===== src/rtl/alu_multiciclo.sv =====
// alu_multiciclo: multi-cycle ALU with a valid/ready style handshake.
// Single-cycle operations finish on the accept edge; MUL (shift-add) and
// DIV (restoring) iterate one bit per clock for ANCHO cycles, and the last
// iteration edge also writes the result. Results are held until the
// consumer takes them with acepta_in.
module alu_multiciclo #(
    parameter int ANCHO = 4
) (
    input  logic             clk,
    input  logic             rst_n,
    input  logic [ANCHO-1:0] operandoA,
    input  logic [ANCHO-1:0] operandoB,
    input  logic [3:0]       seleccion,
    input  logic             valido_in,
    output logic             listo,
    output logic [ANCHO-1:0] resultado,
    output logic [ANCHO-1:0] resultado_alto,
    output logic [3:0]       banderas,
    output logic             valido_out,
    input  logic             acepta_in
);

    localparam int CW = $clog2(ANCHO);
    localparam logic [CW-1:0]  ULTIMO    = CW'(ANCHO - 1);
    localparam logic [ANCHO:0] ANCHO_EXT = (ANCHO + 1)'(ANCHO);

    localparam logic [3:0] OP_ADD = 4'b0000;
    localparam logic [3:0] OP_SUB = 4'b0001;
    localparam logic [3:0] OP_MUL = 4'b0010;
    localparam logic [3:0] OP_DIV = 4'b0011;
    localparam logic [3:0] OP_AND = 4'b0101;
    localparam logic [3:0] OP_OR  = 4'b0110;
    localparam logic [3:0] OP_SLL = 4'b0111;
    localparam logic [3:0] OP_SRL = 4'b1000;
    localparam logic [3:0] OP_XOR = 4'b1001;
    localparam logic [3:0] OP_SRA = 4'b1010;

    typedef enum logic [1:0] {
        LIBRE   = 2'd0,
        CALCULO = 2'd1,
        ENTREGA = 2'd2
    } estado_t;

    estado_t          estado_q, estado_d;
    logic [CW-1:0]    cnt_q, cnt_d;
    logic [ANCHO-1:0] res_q, res_d;
    logic [ANCHO-1:0] alto_q, alto_d;
    logic [3:0]       flags_q, flags_d;

    // Operand latches and iteration registers; only meaningful outside LIBRE
    logic [ANCHO-1:0] a_q, a_d, b_q, b_d;
    logic [ANCHO-1:0] hi_q, hi_d, lo_q, lo_d;
    logic             es_div_q, es_div_d;

    logic             acepta;
    logic             es_multi;
    logic [ANCHO-1:0] s_res;
    logic             s_c, s_v;
    logic [ANCHO-1:0] hi_n, lo_n;
    logic [ANCHO-1:0] f_res, f_alto;
    logic             f_c, f_v;

    assign acepta   = valido_in && (estado_q == LIBRE);
    assign es_multi = (seleccion == OP_MUL) || (seleccion == OP_DIV);

    // State register plus everything that must be cleared/aborted by reset
    always_ff @(posedge clk or negedge rst_n) begin
        if (!rst_n) begin
            estado_q <= LIBRE;
            cnt_q    <= '0;
            res_q    <= '0;
            alto_q   <= '0;
            flags_q  <= '0;
        end else begin
            estado_q <= estado_d;
            cnt_q    <= cnt_d;
            res_q    <= res_d;
            alto_q   <= alto_d;
            flags_q  <= flags_d;
        end
    end

    // Operand capture and shift-add / restoring-division working registers
    always_ff @(posedge clk) begin
        a_q      <= a_d;
        b_q      <= b_d;
        hi_q     <= hi_d;
        lo_q     <= lo_d;
        es_div_q <= es_div_d;
    end

    // Next-state logic
    always_comb begin
        estado_d = estado_q;
        case (estado_q)
            LIBRE:   if (valido_in) estado_d = es_multi ? CALCULO : ENTREGA;
            CALCULO: if (cnt_q == ULTIMO) estado_d = ENTREGA;
            ENTREGA: if (acepta_in) estado_d = LIBRE;
            default: estado_d = LIBRE;
        endcase
    end

    // Single-cycle operations, evaluated straight from the inputs at acceptance
    always_comb begin
        logic [ANCHO:0]          suma, resta;
        logic signed [ANCHO-1:0] a_s;
        logic                    fuera;
        suma  = {1'b0, operandoA} + {1'b0, operandoB};
        resta = {1'b0, operandoA} - {1'b0, operandoB};
        a_s   = operandoA;
        fuera = {1'b0, operandoB} >= ANCHO_EXT;
        s_res = suma[ANCHO-1:0];
        s_c   = suma[ANCHO];
        s_v   = (operandoA[ANCHO-1] == operandoB[ANCHO-1]) &&
                (suma[ANCHO-1] != operandoA[ANCHO-1]);
        case (seleccion)
            OP_ADD: ;
            OP_SUB: begin
                s_res = resta[ANCHO-1:0];
                s_c   = resta[ANCHO];
                s_v   = (operandoA[ANCHO-1] != operandoB[ANCHO-1]) &&
                        (resta[ANCHO-1] != operandoA[ANCHO-1]);
            end
            OP_AND: begin s_res = operandoA & operandoB; s_c = 1'b0; s_v = 1'b0; end
            OP_OR:  begin s_res = operandoA | operandoB; s_c = 1'b0; s_v = 1'b0; end
            OP_XOR: begin s_res = operandoA ^ operandoB; s_c = 1'b0; s_v = 1'b0; end
            OP_SLL: begin
                s_res = fuera ? '0 : (operandoA << operandoB);
                s_c   = 1'b0;
                s_v   = 1'b0;
            end
            OP_SRL: begin
                s_res = fuera ? '0 : (operandoA >> operandoB);
                s_c   = 1'b0;
                s_v   = 1'b0;
            end
            OP_SRA: begin
                s_res = fuera ? {ANCHO{operandoA[ANCHO-1]}} : (a_s >>> operandoB);
                s_c   = 1'b0;
                s_v   = 1'b0;
            end
            default: ; // unknown codes run as ADD
        endcase
    end

    // One iteration step of MUL (shift-add) or DIV (restoring), plus final flags
    always_comb begin
        logic [ANCHO:0] suma_m, r_sh, dif;
        suma_m = {1'b0, hi_q} + (lo_q[0] ? {1'b0, a_q} : '0);
        r_sh   = {hi_q, lo_q[ANCHO-1]};
        dif    = r_sh - {1'b0, b_q};
        if (es_div_q) begin
            if (r_sh >= {1'b0, b_q}) begin
                hi_n = dif[ANCHO-1:0];
                lo_n = {lo_q[ANCHO-2:0], 1'b1};
            end else begin
                hi_n = r_sh[ANCHO-1:0];
                lo_n = {lo_q[ANCHO-2:0], 1'b0};
            end
        end else begin
            hi_n = suma_m[ANCHO:1];
            lo_n = {suma_m[0], lo_q[ANCHO-1:1]};
        end

        f_res  = lo_n;
        f_alto = hi_n;
        f_c    = 1'b0;
        f_v    = 1'b0;
        if (es_div_q) begin
            // Divide by zero gets a fixed answer rather than the loop's output
            if (b_q == '0) begin
                f_res  = '1;
                f_alto = a_q;
                f_v    = 1'b1;
            end
        end else begin
            f_c = |hi_n;
            f_v = |hi_n;
        end
    end

    // Datapath register updates: capture on accept, iterate in CALCULO
    always_comb begin
        cnt_d    = cnt_q;
        res_d    = res_q;
        alto_d   = alto_q;
        flags_d  = flags_q;
        a_d      = a_q;
        b_d      = b_q;
        hi_d     = hi_q;
        lo_d     = lo_q;
        es_div_d = es_div_q;
        if (acepta) begin
            a_d      = operandoA;
            b_d      = operandoB;
            es_div_d = (seleccion == OP_DIV);
            cnt_d    = '0;
            hi_d     = '0;
            lo_d     = (seleccion == OP_DIV) ? operandoA : operandoB;
            if (!es_multi) begin
                res_d   = s_res;
                alto_d  = '0;
                flags_d = {s_res[ANCHO-1], (s_res == '0), s_c, s_v};
            end
        end else if (estado_q == CALCULO) begin
            hi_d = hi_n;
            lo_d = lo_n;
            if (cnt_q == ULTIMO) begin
                cnt_d   = '0;
                res_d   = f_res;
                alto_d  = f_alto;
                flags_d = {f_res[ANCHO-1], (f_res == '0), f_c, f_v};
            end else begin
                cnt_d = cnt_q + CW'(1);
            end
        end
    end

    // Handshake outputs decoded from the state
    always_comb begin
        listo      = (estado_q == LIBRE);
        valido_out = (estado_q == ENTREGA);
    end

    assign resultado      = res_q;
    assign resultado_alto = alto_q;
    assign banderas       = flags_q;

endmodule


===== config.mk =====
export PLATFORM = sky130hd
export DESIGN_NAME = alu_multiciclo
export DESIGN_NICKNAME = d
export VERILOG_FILES = /design/src/rtl/alu_multiciclo.sv
export SDC_FILE = /design/constraint.sdc
export NUM_CORES = 1
export LEC_CHECK = 0
export ABC_AREA = 1
export BUFFER_PORTS_ARGS = -buffer_cell sky130_fd_sc_hd__buf_2
export CAP_MARGIN = 20
export CORE_ASPECT_RATIO = 1.25
export CORE_MARGIN = 2
export CORE_UTILIZATION = 50
export CTS_CLUSTER_DIAMETER = 60
export DETAILED_ROUTE_END_ITERATION = 10
export GPL_TIMING_DRIVEN = 0
export HOLD_SLACK_MARGIN = 0.08
export PLACE_DENSITY_LB_ADDON = 0.08
export SLEW_MARGIN = 20
export SYNTH_ARGS = -nofsm -noshare
export SYNTH_HDL_FRONTEND = slang
export SYNTH_SLANG_ARGS = --single-unit

===== constraint.sdc =====
create_clock -name clk -period 2.2 [get_ports clk]
set_input_delay 0.11 -clock clk [delete_from_list [all_inputs] [get_ports clk]]
set_output_delay 0.11 -clock clk [all_outputs]
set_load 0.01 [all_outputs]

==> summary.txt <==
Routing
  – Final ANT Viol Nets: 0
  – Vias: around 2,600
  – 1st-pass router iterations: 4
  – Initial DRC count: around 130
  – Drt total wl: 6.894 mm
  – Vias per Instance: 5.410
  – DRC violations left: 0
  – Wire per inst: 14.13 um

STA
  – Slew headroom: between 70 and 80%
  – Tcrit/Tclk final: 95.02%
  – Max-slew violations: 0
  – Fin worst setup slack: 0.1095 ns
  – Setup Skew: around 0.0038 ns
  – Setup TNS: 0 ns
  – Fmax: between 400 and 500 MHz
  – Pin slew with the least headroom to its limit: 0.3731 ns
  – Setup-failing EPs final: 0
  – Period minus WS final: around 2.1 ns
  – RSZ-0062 raised after global routing: yes
  – Final hold viol count: 0

Synth
  – Synthesized cell area: 0.002758 mm2
  – Seq cells post-synth: 32
  – Ys flop type: dfrtp_1
  – Sequential element share of the synthesized area: 30.67%
  – Synthesized area per cell: approximately 7.2 um2
  – Netlist cell types: 44
  – Cells after Synth: 382
  – Syn_nets: 423
  – Post-synth EDFFs: 13
  – Share of flip-flops with an asynchronous set or reset: 46.88%
  – YS warnings: 0

Clocking
  – Max Root-Sink Buffers: 2
  – Clock Latency Late Sink: 0.28 ns
  – Clock sink total: 32
  – CTS tree: built
  – CTS Buf Count: 5
  – Clock slew seen by the registers of the worst setup and hold paths: 0.07 ns
  – Htree depth: 2
  – Clock tree root buffer cell: clkbuf_8

Worst setup path
  – CP Buf/Inv Count: 2
  – Max incr delay on CP: 0.46 ns
  – R2R setup slack: 0.11 ns
  – Setup CP Type: reg2reg
  – Crit-path cells: nand2_1, inv_2, ha_4, inv_2, fa_2, or2_2, nand2_2, nor2_2, nand2_1, nand2_2, nand3_1, nand2_1, nand2_1
  – CP Capture Type: flop
  – Crit path required time: 2.43 ns
  – Critical Path AT: between 2 and 2.5 ns
  – R2r startpoint: lo_q[0]
  – Worst setup SP type: flop
  – Most numerous cell on the critical path: nand2_1
  – CP max-delay cell: edfxtp_1
  – Worst r2r dst: banderas[0]
  – Max FO, Critical Path: 5
  – FF-to-FF path depth: 13
  – CP delay by family, top: simple AND/OR/NAND/NOR gates

Finish
  – Layout cell share with drive strength beyond 1: 19.34%
  – Fill cells: 528
  – Nets: 464
  – Commonest non-fill, non-tap cell in the layout: nand2_1
  – Area delta synth->final: 15.52%
  – Most frequent cells in the layout: nand2_1 (89), inv_1 (52), nand3_1 (31)
  – Design Area, Final: between 0.003 and 0.004 mm2
  – N_diodes: 0

Floorplanning
  – Die area: 0.006129 mm2
  – Die height: 87.03 um
  – Io pins: 30
  – Die X: 70.43 um
  – Num rows: 30
  – Core Region: 0.005368 mm2
  – Initial Utilization: 51.38%

Global routing
  – Total gr overflow: 0
  – GRT Total Usage: 23.96%
  – Vias in the first global route: between 2,000 and 3,000
  – First-pass GRT wire length: between 10 and 15 mm
  – Initial antenna violation count: 0
  – Largest net degree at the start of global routing: 19

Place
  – Dpl hpwl: 5.563 mm
  – Area after DPL: 0.002983 mm2
  – I/O Buffers: 29
  – DP Worst Slack: 0.02834 ns
  – Placer Congestion: about 1.0

Outcome
  – Status: finished clean

Hold path
  – Min-Delay Path Class: in2reg
  – Hold Path Depth: 1
  – Min-Delay Endpoint: a_q[2]
  – Hold_sp: operandoA[2]

Pwr
  – Static leakage: ~1.6 nW
  – Power Density: around 850 mW/mm2
  – VDD IR max: 0.0002880 V
  – Overall power: 2.707 mW

Job
  – MaxCap Viol Count: 0
-- cell families after synthesis --
kind of cell | after synthesis | synth area share [%]
AOI/OAI and AO/OA | 69 | 14.84
xor gates and xnor gates | 3 | 0.9530
adders and majority gates | 25 | 12.43
buffers and inverters | 69 | 10.43
DFF | 32 | 30.67
muxes | 1 | 0.3630
and+or+nand+nor | 183 | 30.31
-- worst max-delay path by stage --
| stage | slack, ns | startpoint | end | cells after the start |
|---|---|---|---|---|
| after floorplan | 0.28 | lo_q[0] | banderas[0] | 15 |
| after global placement | 0.02 | lo_q[0] | banderas[0] | 15 |
| after detailed placement | 0.03 | lo_q[0] | banderas[0] | 15 |
| after CTS | 0.07 | operandoB[2] | resultado[2] | 12 |
| after global routing | -0.03 | lo_q[0] | banderas[0] | 15 |
| final | 0.11 | lo_q[0] | banderas[0] | 13 |
-- per-stage QoR --
step / util [%] / instances / hold WS (ns)
2_1_floorplan: - / 382 / -0.1856
3_3_place_gp: 55.57 / 475 / 0.02460
3_5_place_dp: 55.57 / 475 / 0.03012
4_1_cts: 58.58 / 487 / 0.09047
5_1_grt: 59.35 / 488 / 0.09352
6_report: 59.35 / 488 / 0.09284
-- layout make-up --
| cell class | count | area (um2) | share of cell area (%) |
|---|---|---|---|
| Tap cell | 64 | 80.08 | 2.514 |
| Buffer | 6 | 50.05 | 1.571 |
| Inverter | 62 | 232.7 | 7.306 |
| Multi-Input combinational cell | 281 | 1655 | 51.96 |
| Clock buffer | 8 | 121.4 | 3.810 |
| Timing Repair Buffer | 35 | 200.2 | 6.284 |
| Sequential cell | 32 | 845.8 | 26.55 |
-- flip-flops by register name, summed over array words and instances, names as in the netlist, 2 cells and up --
name / cells
cnt_q: 2
estado_q: 2
resultado: 4
a_q: 4
resultado_alto: 4
lo_q: 4
hi_q: 4
banderas: 3
b_q: 4
-- cell usage after synthesis, types with 2 or more instances --
cell type / count / area, um2
fa_1: 4 / 80.08
a22o_1: 3 / 26.28
inv_2: 6 / 22.52
edfxtp_1: 13 / 390.4
nand2_4: 2 / 22.52
ha_1: 21 / 262.8
dfxtp_1: 4 / 80.08
nor2_2: 2 / 12.51
nand2_2: 4 / 25.02
nor2_1: 31 / 116.4
o22ai_1: 2 / 12.51
o211ai_1: 3 / 22.52
buf_6: 3 / 33.78
a21oi_2: 2 / 17.52
o21ai_1: 4 / 20.02
xor2_1: 2 / 17.52
nand4_1: 7 / 43.79
nor3_1: 4 / 20.02
nand3_1: 31 / 155.2
a21oi_1: 19 / 95.09
inv_1: 56 / 210.2
or2_2: 3 / 18.77
o21ai_0: 28 / 140.1
a31oi_1: 2 / 12.51
dfrtp_1: 15 / 375.4
nand2_1: 92 / 345.3
nand3_2: 2 / 20.02
-- per-layer routing --
metal	vias up	part of all wire (%)	wire, um	global-route usage [%]
li1	1339	-	-	-
met1	1219	40	2783	26.83
met2	67	53	3683	45.45
met3	15	3.3	228	2.778
met4	0	2.9	198	10.14
met5	-	0	0	0
-- report_power, final --
group / internal [mW] / switching, mW
clock: 0.354 / 0.226
combinational: 0.477 / 0.770
sequential: 0.782 / 0.0989
total: 1.61 / 1.09
-- repair_timing --
| item | in CTS | in global routing |
|---|---|---|
| pin swaps | 0 | 8 |
| setup endpoints to repair | 1 | 6 |
| resized for setup | 1 | 15 |
| hold endpoints to repair | 18 | 0 |
| hold buffers | 4 | 0 |
| buffers inserted | 0 | 2 |
No activity file was read; power rests on OpenSTA's default activity.
